===== config.mk =====
export PLATFORM = sky130hd
export DESIGN_NAME = ser_tx_scheduler_flat
export DESIGN_NICKNAME = d
export VERILOG_FILES = /design/src/rtl/ser_tx_scheduler_pkg.sv /design/src/rtl/ser_tx_scheduler_if.sv /design/src/rtl/ser_tx_scheduler_rr_arbiter.sv /design/src/rtl/ser_tx_scheduler.sv /design/src/flat_wrapper.sv
export SDC_FILE = /design/constraint.sdc
export NUM_CORES = 1
export LEC_CHECK = 0
export BUFFER_PORTS_ARGS = -buffer_cell sky130_fd_sc_hd__buf_2
export CAP_MARGIN = 20
export CORE_MARGIN = 3
export CORE_UTILIZATION = 48
export CTS_CLUSTER_SIZE = 16
export DETAILED_ROUTE_END_ITERATION = 12
export MAX_ROUTING_LAYER = met4
export PLACE_DENSITY = 0.81
export SLEW_MARGIN = 30
export SYNTH_ARGS = -nofsm -noshare
export SYNTH_HDL_FRONTEND = slang
export SYNTH_SLANG_ARGS = --single-unit
export TNS_END_PERCENT = 5

===== constraint.sdc =====
create_clock -name CLK_I -period 3.8 [get_ports CLK_I]
set_input_delay 0.76 -clock CLK_I [delete_from_list [all_inputs] [get_ports CLK_I]]
set_output_delay 0.76 -clock CLK_I [all_outputs]
set_load 0.01 [all_outputs]

===== src/rtl/ser_tx_scheduler_pkg.sv =====
// Shared types and constants for the serializer transmit scheduler.
package ser_tx_scheduler_pkg;

    localparam int SYM_W   = 9;
    localparam int NUM_SYM = 3;
    localparam int FRAME_W = NUM_SYM * SYM_W;
    localparam int K_BIT   = 8;

    typedef enum logic [1:0] {
        S_IDLE = 2'd0,
        S_WAIT = 2'd1,
        S_GAP  = 2'd2
    } sched_state_t;

    // K flag of symbol s within a frame.
    function automatic logic sym_k(input logic [FRAME_W-1:0] f, input int unsigned s);
        return f[s*SYM_W + K_BIT];
    endfunction

endpackage


===== src/rtl/ser_tx_scheduler_if.sv =====
// Requester / serializer bundle for the transmit scheduler.
interface ser_tx_scheduler_if #(
    parameter int NUM_REQ = 4,
    parameter int FRAME_W = ser_tx_scheduler_pkg::FRAME_W
);
    localparam int IDX_W = $clog2(NUM_REQ);

    logic                       enable_i;
    logic [NUM_REQ-1:0]         req_i;
    logic [NUM_REQ*FRAME_W-1:0] frame_i;
    logic [NUM_REQ-1:0]         ack_o;
    logic [NUM_REQ-1:0]         err_o;
    logic [FRAME_W-1:0]         ser_data_o;
    logic                       ser_start_o;
    logic                       ser_done_i;
    logic                       busy_o;
    logic [IDX_W-1:0]           grant_id_o;
    logic [15:0]                frame_cnt_o;

    modport slave (
        input  enable_i, req_i, frame_i, ser_done_i,
        output ack_o, err_o, ser_data_o, ser_start_o, busy_o, grant_id_o, frame_cnt_o
    );

    modport master (
        output enable_i, req_i, frame_i, ser_done_i,
        input  ack_o, err_o, ser_data_o, ser_start_o, busy_o, grant_id_o, frame_cnt_o
    );

endinterface


===== src/rtl/ser_tx_scheduler_rr_arbiter.sv =====
// Combinational round-robin pick: search upward from ptr_i+1 with wrap.
module rr_arbiter #(
    parameter  int NUM_REQ = 4,
    localparam int IDX_W   = $clog2(NUM_REQ)
) (
    input  logic [NUM_REQ-1:0] req_i,
    input  logic [IDX_W-1:0]   ptr_i,
    output logic [NUM_REQ-1:0] gnt_o,
    output logic [IDX_W-1:0]   idx_o,
    output logic               valid_o
);
    localparam int unsigned NR_U = NUM_REQ;

    int unsigned cand;

    // First active request after the last winner gets the one-hot grant.
    always_comb begin
        gnt_o   = '0;
        idx_o   = '0;
        valid_o = 1'b0;
        cand    = 0;
        for (int unsigned i = 1; i <= NR_U; i++) begin
            cand = (32'(ptr_i) + i) % NR_U;
            if (!valid_o && req_i[cand[IDX_W-1:0]]) begin
                valid_o                  = 1'b1;
                gnt_o[cand[IDX_W-1:0]]   = 1'b1;
                idx_o                    = cand[IDX_W-1:0];
            end
        end
    end

endmodule


===== src/rtl/ser_tx_scheduler.sv =====
// Round-robin scheduler sharing one serializer transmit channel between requesters.
module ser_tx_scheduler #(
    parameter int NUM_REQ = 4,
    parameter int FRAME_W = ser_tx_scheduler_pkg::FRAME_W,
    parameter int TIMEOUT = 1023,
    parameter int GAP_CYC = 2
) (
    input logic               CLK_I,
    input logic               RST_I,
    ser_tx_scheduler_if.slave bus
);
    import ser_tx_scheduler_pkg::*;

    localparam int IDX_W   = $clog2(NUM_REQ);
    localparam int CNT_MAX = (TIMEOUT > GAP_CYC) ? TIMEOUT : GAP_CYC;
    localparam int CNT_W   = $clog2(CNT_MAX + 1);

    sched_state_t       state_q, state_d;
    logic [CNT_W-1:0]   cnt_q, cnt_d;
    logic [IDX_W-1:0]   ptr_q, ptr_d;
    logic [IDX_W-1:0]   gid_q, gid_d;
    logic [FRAME_W-1:0] data_q, data_d;
    logic [NUM_REQ-1:0] ack_q, ack_d;
    logic [NUM_REQ-1:0] err_q, err_d;
    logic [15:0]        fcnt_q, fcnt_d;

    logic [NUM_REQ-1:0] arb_gnt;
    logic [IDX_W-1:0]   arb_idx;
    logic               arb_valid;
    logic [FRAME_W-1:0] frame_sel;

    rr_arbiter #(.NUM_REQ(NUM_REQ)) u_arb (
        .req_i   (bus.req_i),
        .ptr_i   (ptr_q),
        .gnt_o   (arb_gnt),
        .idx_o   (arb_idx),
        .valid_o (arb_valid)
    );

    // One-hot AND-OR select of the winning requester's frame.
    always_comb begin
        frame_sel = '0;
        for (int unsigned k = 0; k < NUM_REQ; k++) begin
            if (arb_gnt[k]) frame_sel = frame_sel | bus.frame_i[k*FRAME_W +: FRAME_W];
        end
    end

    // Next-state logic: grant in IDLE, wait for done or timeout, then hold the gap.
    always_comb begin
        state_d = state_q;
        cnt_d   = cnt_q;
        ptr_d   = ptr_q;
        gid_d   = gid_q;
        data_d  = data_q;
        ack_d   = '0;
        err_d   = '0;
        fcnt_d  = fcnt_q;
        case (state_q)
            S_IDLE: begin
                if (bus.enable_i && arb_valid) begin
                    state_d = S_WAIT;
                    cnt_d   = '0;
                    ptr_d   = arb_idx;
                    gid_d   = arb_idx;
                    data_d  = frame_sel;
                end
            end
            S_WAIT: begin
                if (bus.ser_done_i) begin
                    ack_d[gid_q] = 1'b1;
                    fcnt_d       = fcnt_q + 16'd1;
                    state_d      = S_GAP;
                    cnt_d        = '0;
                end else if (cnt_q == CNT_W'(TIMEOUT - 1)) begin
                    err_d[gid_q] = 1'b1;
                    state_d      = S_GAP;
                    cnt_d        = '0;
                end else begin
                    cnt_d = cnt_q + 1'b1;
                end
            end
            S_GAP: begin
                if (cnt_q == CNT_W'(GAP_CYC - 1)) begin
                    state_d = S_IDLE;
                    cnt_d   = '0;
                end else begin
                    cnt_d = cnt_q + 1'b1;
                end
            end
            default: begin
                state_d = S_IDLE;
                cnt_d   = '0;
            end
        endcase
    end

    // State and datapath registers with synchronous reset.
    always_ff @(posedge CLK_I) begin
        if (RST_I) begin
            state_q <= S_IDLE;
            cnt_q   <= '0;
            ptr_q   <= IDX_W'(NUM_REQ - 1);
            gid_q   <= '0;
            data_q  <= '0;
            ack_q   <= '0;
            err_q   <= '0;
            fcnt_q  <= '0;
        end else begin
            state_q <= state_d;
            cnt_q   <= cnt_d;
            ptr_q   <= ptr_d;
            gid_q   <= gid_d;
            data_q  <= data_d;
            ack_q   <= ack_d;
            err_q   <= err_d;
            fcnt_q  <= fcnt_d;
        end
    end

    assign bus.ack_o       = ack_q;
    assign bus.err_o       = err_q;
    assign bus.ser_data_o  = data_q;
    assign bus.ser_start_o = (state_q == S_WAIT);
    assign bus.busy_o      = (state_q != S_IDLE);
    assign bus.grant_id_o  = gid_q;
    assign bus.frame_cnt_o = fcnt_q;

endmodule


===== src/flat_wrapper.sv =====
// flat-port wrapper written by rule: the top's interface ports become plain ports
module ser_tx_scheduler_flat import ser_tx_scheduler_pkg::*;
#(
    parameter int NUM_REQ = 4,
    parameter int FRAME_W = ser_tx_scheduler_pkg::FRAME_W,
    parameter int TIMEOUT = 1023,
    parameter int GAP_CYC = 2
)
  (CLK_I, RST_I, bus_enable_i, bus_req_i, bus_frame_i, bus_ser_done_i, bus_ack_o, bus_err_o, bus_ser_data_o, bus_ser_start_o, bus_busy_o, bus_grant_id_o, bus_frame_cnt_o);
  ser_tx_scheduler_if #(.NUM_REQ(NUM_REQ), .FRAME_W(FRAME_W)) bus_i ();
  input logic CLK_I;
  input logic RST_I;
  input wire logic [$bits(bus_i.enable_i)-1:0] bus_enable_i;
  input wire logic [$bits(bus_i.req_i)-1:0] bus_req_i;
  input wire logic [$bits(bus_i.frame_i)-1:0] bus_frame_i;
  input wire logic [$bits(bus_i.ser_done_i)-1:0] bus_ser_done_i;
  output wire logic [$bits(bus_i.ack_o)-1:0] bus_ack_o;
  output wire logic [$bits(bus_i.err_o)-1:0] bus_err_o;
  output wire logic [$bits(bus_i.ser_data_o)-1:0] bus_ser_data_o;
  output wire logic [$bits(bus_i.ser_start_o)-1:0] bus_ser_start_o;
  output wire logic [$bits(bus_i.busy_o)-1:0] bus_busy_o;
  output wire logic [$bits(bus_i.grant_id_o)-1:0] bus_grant_id_o;
  output wire logic [$bits(bus_i.frame_cnt_o)-1:0] bus_frame_cnt_o;
  assign bus_i.enable_i = bus_enable_i;
  assign bus_i.req_i = bus_req_i;
  assign bus_i.frame_i = bus_frame_i;
  assign bus_i.ser_done_i = bus_ser_done_i;
  assign bus_ack_o = bus_i.ack_o;
  assign bus_err_o = bus_i.err_o;
  assign bus_ser_data_o = bus_i.ser_data_o;
  assign bus_ser_start_o = bus_i.ser_start_o;
  assign bus_busy_o = bus_i.busy_o;
  assign bus_grant_id_o = bus_i.grant_id_o;
  assign bus_frame_cnt_o = bus_i.frame_cnt_o;
  ser_tx_scheduler #(.NUM_REQ(NUM_REQ), .FRAME_W(FRAME_W), .TIMEOUT(TIMEOUT), .GAP_CYC(GAP_CYC)) u_core (.CLK_I(CLK_I), .RST_I(RST_I), .bus(bus_i));
endmodule

==> flow_results.org, run 1 <==
** Status
- The run finished with clean final reports.

** Power
- Worst IR Drop VDD :: 0.2815 mV
- Sum of internal, switching and leakage power :: between 2 and 3 mW
- The analysis attributes to cell leakage a power of 2.259 nW.
- The share of total power dissipated in combinational logic is 0.468.
- Sequential group share of total power :: 0.310
- Fraction of power spent switching nets :: 0.4077
- Power Density :: about 610 nW/um2
- Total net switching power :: 1.215 mW
- Share of total power in the clock network :: 0.222
- Cell internal power was estimated by the tool at ~1.8 mW.

** Clock network
- The clock drives 67 sinks.
- The clock tree synthesis step divided the H-tree into 3 levels.
- Clock buffer depth :: 2
- Post-CTS repair changed the size of 0 cells.
- Once the clock tree was built, the setup fixing pass inserted 0 buffers.
- Number of buffers added by the clock tree synthesis step :: 9
- After clock tree synthesis, the clock-pin slew on the worst setup and hold paths is 0.07 ns.
- Clock root buffer :: clkbuf_8
- TritonCTS clock tree :: built
- The clock reaches the later pin of the worst-skew pair after around 0.33 ns.
- For this design, the CTS-stage hold fixing added 0 buffers.

** Layout
- 0 antenna diodes ended up in the layout.
- Leaving out fill and tap cells, the most frequent cells in the layout are 170 x buf_2, 67 x dfxtp_1, 39 x nor2_1, 36 x a21oi_1, 35 x nand3_1.
- Of the cells placed in the final design, the portion with a size suffix greater than 1 is 0.3300.
- Leading cell type in the layout, fill and taps excluded :: buf_2
- The area growth from synthesis to layout is 26.96%.
- At the end of the flow, the number of nets in the layout was around 740.

** Worst setup path
- The critical path is of the register to register type.
- Together, buffers and inverters on the worst path number 1.
- Counting cells, the worst reg-to-reg path comes to 8.
- Cells along the critical path :: clkinv_2 > ha_1 > mux4_2 > nand2_1 > nand2_1 > a221o_2 > a222oi_1 > a31oi_1
- Grouping stages by cell kind, the critical path spends the most delay in compound AO/OA/AOI/OAI gates.
- RR Startpoint :: u_core.ptr_q[1]
- Crit path DAT :: between 3 and 4 ns
- The largest single stage delay on the critical path is 0.61 ns.
- CP Data Required Time :: about 4 ns
- STA classifies the critical path startpoint as a register.
- Slowest CP cell :: mux4_2
- Largest driver fanout on the critical path :: 27
- Capture instance of the worst register-to-register path :: u_core.bus.ser_data_o[13]
- CP endpoint kind :: register
- Counting stages on the worst path, the most repeated cell is nand2_1.
- For flop-to-flop paths, the worst setup slack is about 0.35 ns.

** Timing
- Number of hold-slack violations in the final timing report :: 0
- The number of max-slew violations in the final report is 0.
- Final setup viols :: 0
- The worst path needs 3.445 ns of the cycle, external delays included.
- Post-Route Skew :: between 0.009 and 0.01 ns
- Unrepaired setup endpoints after global routing :: false
- Slew of the pin with the lowest slew margin :: between 0.9 and 1 ns
- The worst pin sits at a relative slew slack of 0.3808.
- Timing would allow up to between 200 and 300 MHz.
- Fin crit share :: 0.9067
- For the final routed database, the setup TNS stands at 0 ns.

** Logic synthesis
- Yosys synthesis warning count :: 0
- Fraction of synthesized area in multiplexers :: 0.02412
- Of all flip-flops after synthesis, the portion carrying an async set or reset was 0.
- Combinational family with the most area after synthesis :: compound AO/OA/AOI/OAI gates
- The share of the Yosys chip area taken by registers is 0.3494.
- The compound-gate portion of the synthesized area was 0.2705.
- Counting every instance in the synthesized netlist gives ~460.
- Of the total synthesized cell area, the portion taken by full adders, half adders and majority gates is 0.05215.
- For this run, the leading register cell type out of synthesis is dfxtp_1.
- Counting distinct cell types in the post-synthesis netlist gives 52.
- A synthesized cell averages ~8.4 um2.
- Counting flops and latches in the post-synthesis netlist gives 67.
- Share of synthesized cell area in and, or, nand and nor gates :: 0.1864
- Number of nets produced by synthesis :: 589
- The synthesized design contains 0 enable-type register cells.
- The mapped netlist covers between 3000 and 4000 um2.
- Of the total synthesized cell area, the portion taken by XOR and XNOR cells is 0.05020.

** Route
- Remaining number of nets flagged by the antenna check after routing :: 0
- Via count :: between 4k and 5k
- The pre-antenna-repair detailed-routing pass consisted of 6 iterations.
- After detailed routing, the total wire length is ~12000 um.
- After detailed routing, the average wire length per cell comes to roughly 17 um.
- Via/cell ratio :: ~5.8
- In the routed design, unresolved DRC markers number 0.
- The first routing iteration left 435 violations.

** Die
- Die span in y :: roughly 95 um
- The die covers a little over 9000 um2.
- During I/O placement, the number of pins put on the boundary was approximately 170.
- The total area inside the core boundary comes to between 7000 and 8000 um2.
- Number of rows in the core area :: 31
- In this run the horizontal extent of the chip is ~95 um.
- The initial utilization of the core area, before any placement, comes to 0.5128.

** Placement
- Placed wire-length estimate :: ~8500 um
- Count of input and output buffers :: 170
- Weighted congestion at the end of routability-driven global placement :: approximately 0.9

** Global route
- Total congestion overflow :: 0
- The number of antenna violations at the first check in global routing was 0.
- For this run, the total global-route usage over all layers was measured as 0.2616.
- Vias in the first global route :: about 3.9k
- Entering global routing, the biggest net connects between 50 and 60 pins.
- First-pass GRT wire length :: around 18000 um

** Min path
- End point of the worst hold path :: u_core.bus.frame_cnt_o[15]
- The tightest min-delay check is of the register to register type.
- Critical hold path startpoint :: u_core.bus.frame_cnt_o[15]
- Along the worst hold path, the cell count comes to 2.

** Run
- Across the run, the number of max-cap violations was 0.
==> flip-flops by register name, summed over array words and instances, names as in the netlist <==
name,cells
u_core.bus.ser_data_o,27
u_core.bus.frame_cnt_o,16
u_core.cnt_q,10
u_core.bus.grant_id_o,2
u_core.state_q,2
u_core.ptr_q,2
u_core.bus.ack_o,4
u_core.bus.err_o,4
==> routing by layer <==
layer,up-vias,part of all wire,global-route usage
met3,18,0.083,0.05762
met5,-,0,-
met2,203,0.50,0.4192
li1,1999,-,-
met1,1906,0.41,0.3249
met4,0,0.013,0.09360
==> layout make-up <==
type / instances / area [um2]
Clock inverter: 4 / 73.82
Clock buffer: 12 / 145.1
Fill cell: 649 / 2613
Tap cell: 99 / 123.9
Inverter: 10 / 38.79
Multi-Input combinational cell: 340 / 2255
Sequential cell: 67 / 1341
Timing Repair Buffer: 176 / 895.9
==> synthesized netlist by cell type, types with 6 or more instances <==
cell | n | area (um2)
a21oi_1 | 36 | 180.2
dfxtp_1 | 67 | 1341
and3_1 | 9 | 56.30
nor2_1 | 40 | 150.1
a31oi_1 | 28 | 175.2
clkbuf_1 | 19 | 71.32
inv_1 | 9 | 33.78
o21ai_0 | 11 | 55.05
a222oi_1 | 27 | 270.3
xor2_1 | 15 | 131.4
o21bai_1 | 27 | 202.7
nand3_1 | 35 | 175.2
ha_1 | 16 | 200.2
nand2_1 | 29 | 108.9
nand2b_1 | 6 | 37.54
xnor2_1 | 7 | 61.31
buf_2 | 13 | 65.06
mux2i_1 | 7 | 70.07
==> worst reg2reg max path: stages, from the launching register on <==
cell	delay, ns
dfxtp_1	0.58
clkinv_2	0.25
ha_1	0.59
mux4_2	0.61
nand2_1	0.10
nand2_1	0.05
a221o_2	0.55
a222oi_1	0.47
a31oi_1	0.13
==> cells by family after synthesis <==
kind of cell    after synthesis
fa+ha+maj                    16
mux                           8
simple gates                146
xor+xnor                     22
buf+inv                      50
compound gates              148
flops                        67
==> how the worst max path moves through the flow <==
stage	end	cells after the start	slack, ns	from
after global routing	u_core.bus.ser_data_o[1]	8	0.14	u_core.ptr_q[1]
after CTS	u_core.bus.ser_data_o[3]	8	0.21	u_core.ptr_q[1]
after global placement	u_core.bus.ser_data_o[4]	8	0.40	u_core.ptr_q[1]
after detailed placement	u_core.bus.ser_data_o[13]	8	0.21	u_core.ptr_q[1]
after floorplan	u_core.bus.ser_data_o[10]	11	1.04	u_core.ptr_q[0]
final	u_core.bus.ser_data_o[13]	8	0.35	u_core.ptr_q[1]
==> stage by stage <==
stage / hold WS (ns) / cells / setup slack [ns] / util / area (um2)
3_3_place_gp: 0.4667 / 692 / 0.4009 / 0.6206 / 4646
2_1_floorplan: 0.4871 / 457 / 1.041 / - / 3839
6_report: 0.4885 / 708 / 0.3547 / 0.6510 / 4873
5_1_grt: 0.5305 / 708 / 0.1378 / 0.6510 / 4873
3_5_place_dp: 0.4878 / 692 / 0.2075 / 0.6213 / 4651
4_1_cts: 0.4979 / 708 / 0.2086 / 0.6505 / 4870
==> power groups by stage <==
stage	logic, mW	registers [mW]	clock network (mW)
floorplan	0.992	0.976	0
global placement	1.34	0.930	0
detailed placement	1.38	0.938	0
CTS	1.38	0.923	0.669
global route	1.54	0.943	0.705
finish	1.40	0.924	0.660
No activity file was read; power rests on OpenSTA's default activity.
==> run 2: changes to the inputs <==
CORE_UTILIZATION = 51   (was 48)
CTS_CLUSTER_DIAMETER = 200   (was default)
PLACE_DENSITY = 0.86   (was 0.81)
clock period = 4.3 ns   (was 3.8 ns; I/O delays follow)
==> run 2 against run 1 <==
Critical path depth stayed put. Wire length is 0.85% lower. Register-to-register slack better by 0.50 ns.
==> flow_results.org, run 2 (synthesis results as in run 1) <==
** Worst setup path
- STA classifies the critical path endpoint as a register.
- Setup slack on the worst reg-to-reg path comes out at ~0.85 ns.
- STA classifies the critical path startpoint as a register.
- The critical path goes through clkinv_2 > ha_1 > mux4_2 > nand2_1 > nand2_1 > a221o_2 > a222oi_1 > a31oi_1.
- For the worst setup path, the data required time is about 4.5 ns.
- Worst R2R Path Depth :: 8
- Most used cell, CP :: nand2_1
- Of all nets on the critical path, the largest fanout is 27.
- The worst register-to-register path begins at u_core.ptr_q[1].
- Slowest CP cell :: mux4_2
- Critical path type :: register to register
- Crit path largest cell delay :: 0.61 ns
- Worst setup startpoint :: u_core.ptr_q[1]
- Crit path DAT :: between 3 and 4 ns
- Capture instance of the worst register-to-register path :: u_core.bus.ser_data_o[3]

** Global route
- For this run, the total global-route usage over all layers was measured as 0.2733.
- The first global-routing pass estimated about 19000 um of wire.
- Number of antenna violations at the first check in global routing :: 0
- The via count of the first global-routing pass was 3945.
- Total congestion overflow :: 0
- Maximum number of pins on one net before global-route repair :: 53

** Die
- Area of the core region :: slightly above 7000 um2
- Starting density of the core :: 0.5440
- The floorplan step defined a die boundary enclosing approximately 8600 um2.
- Die width :: 92.76 um
- After floorplanning, the core was divided into 30 placement rows.
- ~170 I/O pins were placed.
- Die span in y :: between 90 and 100 um

** Clock network
- Gates resized during post-CTS repair numbered 0.
- In this run the clock root is driven by a clkbuf_8.
- Hold-fix buffers, CTS :: 0
- Post-CTS Repair Setup Buffers :: 0
- Clock tree synthesis inserted a total of 9 buffers.
- For the worst-skew pair, the clock arrives at the later sink with an insertion delay of ~0.35 ns.
- TritonCTS clock tree :: built
- Clock sinks :: between 60 and 70
- The clock passes through at most 2 buffers.
- After clock tree synthesis, the clock-pin slew on the worst setup and hold paths is around 0.070 ns.
- H-tree lvl count :: 3

** Layout
- Leading cell types in the layout, fill and taps excluded :: 170 x buf_2, 67 x dfxtp_1, 39 x nor2_1, 36 x a21oi_1, 35 x nand3_1
- Register area :: 1341 um2
- Measured on the finished design, the core utilization comes to 0.6814.
- The register with the most flip-flops in the layout has 27 of them.
- Multi-input gate area in the final layout :: about 2300 um2
- Fillers :: between 500 and 600
- The repair_antennas step left the layout with diodes totalling 0.
- From synthesis to final layout, the design area changed by 25.26%.
- At the end of the flow, the number of nets in the layout was 733.
- Leading cell type in the layout, fill and taps excluded :: buf_2
- Of the cells placed in the final design, the portion with a size suffix greater than 1 is 0.3317.

** Timing
- Slew of the pin with the lowest slew margin :: between 0.8 and 0.9 ns
- Hold is met by about 0.5 ns.
- Final worst path period need :: 3.448 ns
- Setup slack closes at roughly 0.85 ns.
- Unrepaired setup endpoints after global routing :: false
- Timing would allow up to ~290 MHz.
- Final TNS setup :: 0 ns
- The number of max-slew violations in the final report came to 0.
- In this run the tightest slew margin relative to its limit is 0.4264.
- The number of failing hold endpoints at the final stage came to 0.
- Of the available clock period, the critical path in the final layout requires 0.8019.
- Setup violations remaining at the end of the flow were counted as 0.
- Clock skew on the completed layout was measured at between 0.01 and 0.015 ns.

** Power
- Fraction of power spent switching nets :: 0.4261
- Comb pwr share :: 0.488
- Leakage power of the design :: between 2 and 2.5 nW
- For this design the ratio of total power to cell area is 519.6 nW/um2.
- Total net switching power :: approximately 1.1 mW
- Internal power comes to ~1.4 mW.
- Sequential group share of total power :: 0.326
- Worst IR Drop VDD :: around 0.26 mV
- Share of total power in the clock network :: 0.186

** Placement
- The congestion estimate from routability-driven global placement came to between 0.9 and 1.
- Worst slack at placement :: between 0.7 and 0.8 ns
- Count of input and output buffers :: 170
- Placed wire-length estimate :: 8431 um

** Route
- Using the TritonRoute via totals, the vias-per-cell ratio works out to between 5 and 6.
- After detailed routing, the number of remaining DRC violations is 0.
- Detailed routing inserted a total of between 4k and 5k vias.
- Dividing the detail-routed wire length by the instance count gives ~17 um.
- Once detail routing completed, the nets flagged for antenna violations numbered 0.
- Wire length reported by the detailed router :: between 10000 and 15000 um
- Number of iterations in the first detailed-routing pass :: 8
- Violation count after the first detailed-routing iteration :: between 400 and 500

** Min path
- Critical hold path startpoint :: u_core.bus.frame_cnt_o[15]
- Path category of the worst min-delay check :: register to register
- The worst hold path was traced through 2 stages.
- The worst hold path terminates at u_core.bus.frame_cnt_o[15].

** Run
- The tool flagged a number of max-cap violations equal to 0.

** Status
- Status :: finished, final reports clean
[run 2: worst max-delay path by stage]
stage	depth (start not counted)	slack (ns)	end
after floorplan	11	1.54	u_core.bus.ser_data_o[10]
after global placement	8	0.92	u_core.bus.ser_data_o[1]
after detailed placement	8	0.73	u_core.bus.ser_data_o[3]
after CTS	8	0.73	u_core.bus.ser_data_o[3]
after global routing	8	0.67	u_core.bus.ser_data_o[26]
final	8	0.85	u_core.bus.ser_data_o[3]
[run 2: worst max-delay path, delay by kind of cell (launching register included)]
family                     cells  cell delay, ns
AOI/OAI and AO/OA              3            1.14
DFF                            1            0.59
adders and majority gates      1            0.60
buffers and inverters          1            0.25
muxes                          1            0.61
and+or+nand+nor                2            0.14
[run 2: cell type report]
cell class / instances / share of cell area
clock buffer: 11 / 0.02940
clock inverter: 5 / 0.005985
inverter: 10 / 0.008067
multi-input combinational: 340 / 0.4710
sequential: 67 / 0.2789
tap: 96 / 0.02498
timing repair buffer: 173 / 0.1816
[run 2: metrics by stage]
| stage | cells | area, um2 | power [mW] |
|---|---|---|---|
| after floorplan | 457 | 3839 | 1.740 |
| after global placement | 686 | 4619 | 1.986 |
| after detailed placement | 686 | 4627 | 2.024 |
| after CTS | 702 | 4797 | 2.488 |
| after global routing | 702 | 4808 | 2.661 |
| final | 702 | 4808 | 2.499 |
[run 2: metal layers]
| metal | track usage | wire length [um] |
|---|---|---|
| met5 | - | 0 |
| met4 | 0.1172 | 259 |
| met3 | 0.06661 | 1110 |
| met2 | 0.4399 | 5766 |
| met1 | 0.3266 | 4644 |
[run 2: power groups by stage]
stage / Clock [mW] / Combinational, mW / Sequential (mW)
6_report: 0.464 / 1.22 / 0.815
5_1_grt: 0.496 / 1.33 / 0.831
4_1_cts: 0.473 / 1.20 / 0.814
3_5_place_dp: 0 / 1.20 / 0.826
3_3_place_gp: 0 / 1.16 / 0.822
2_1_floorplan: 0 / 0.877 / 0.863
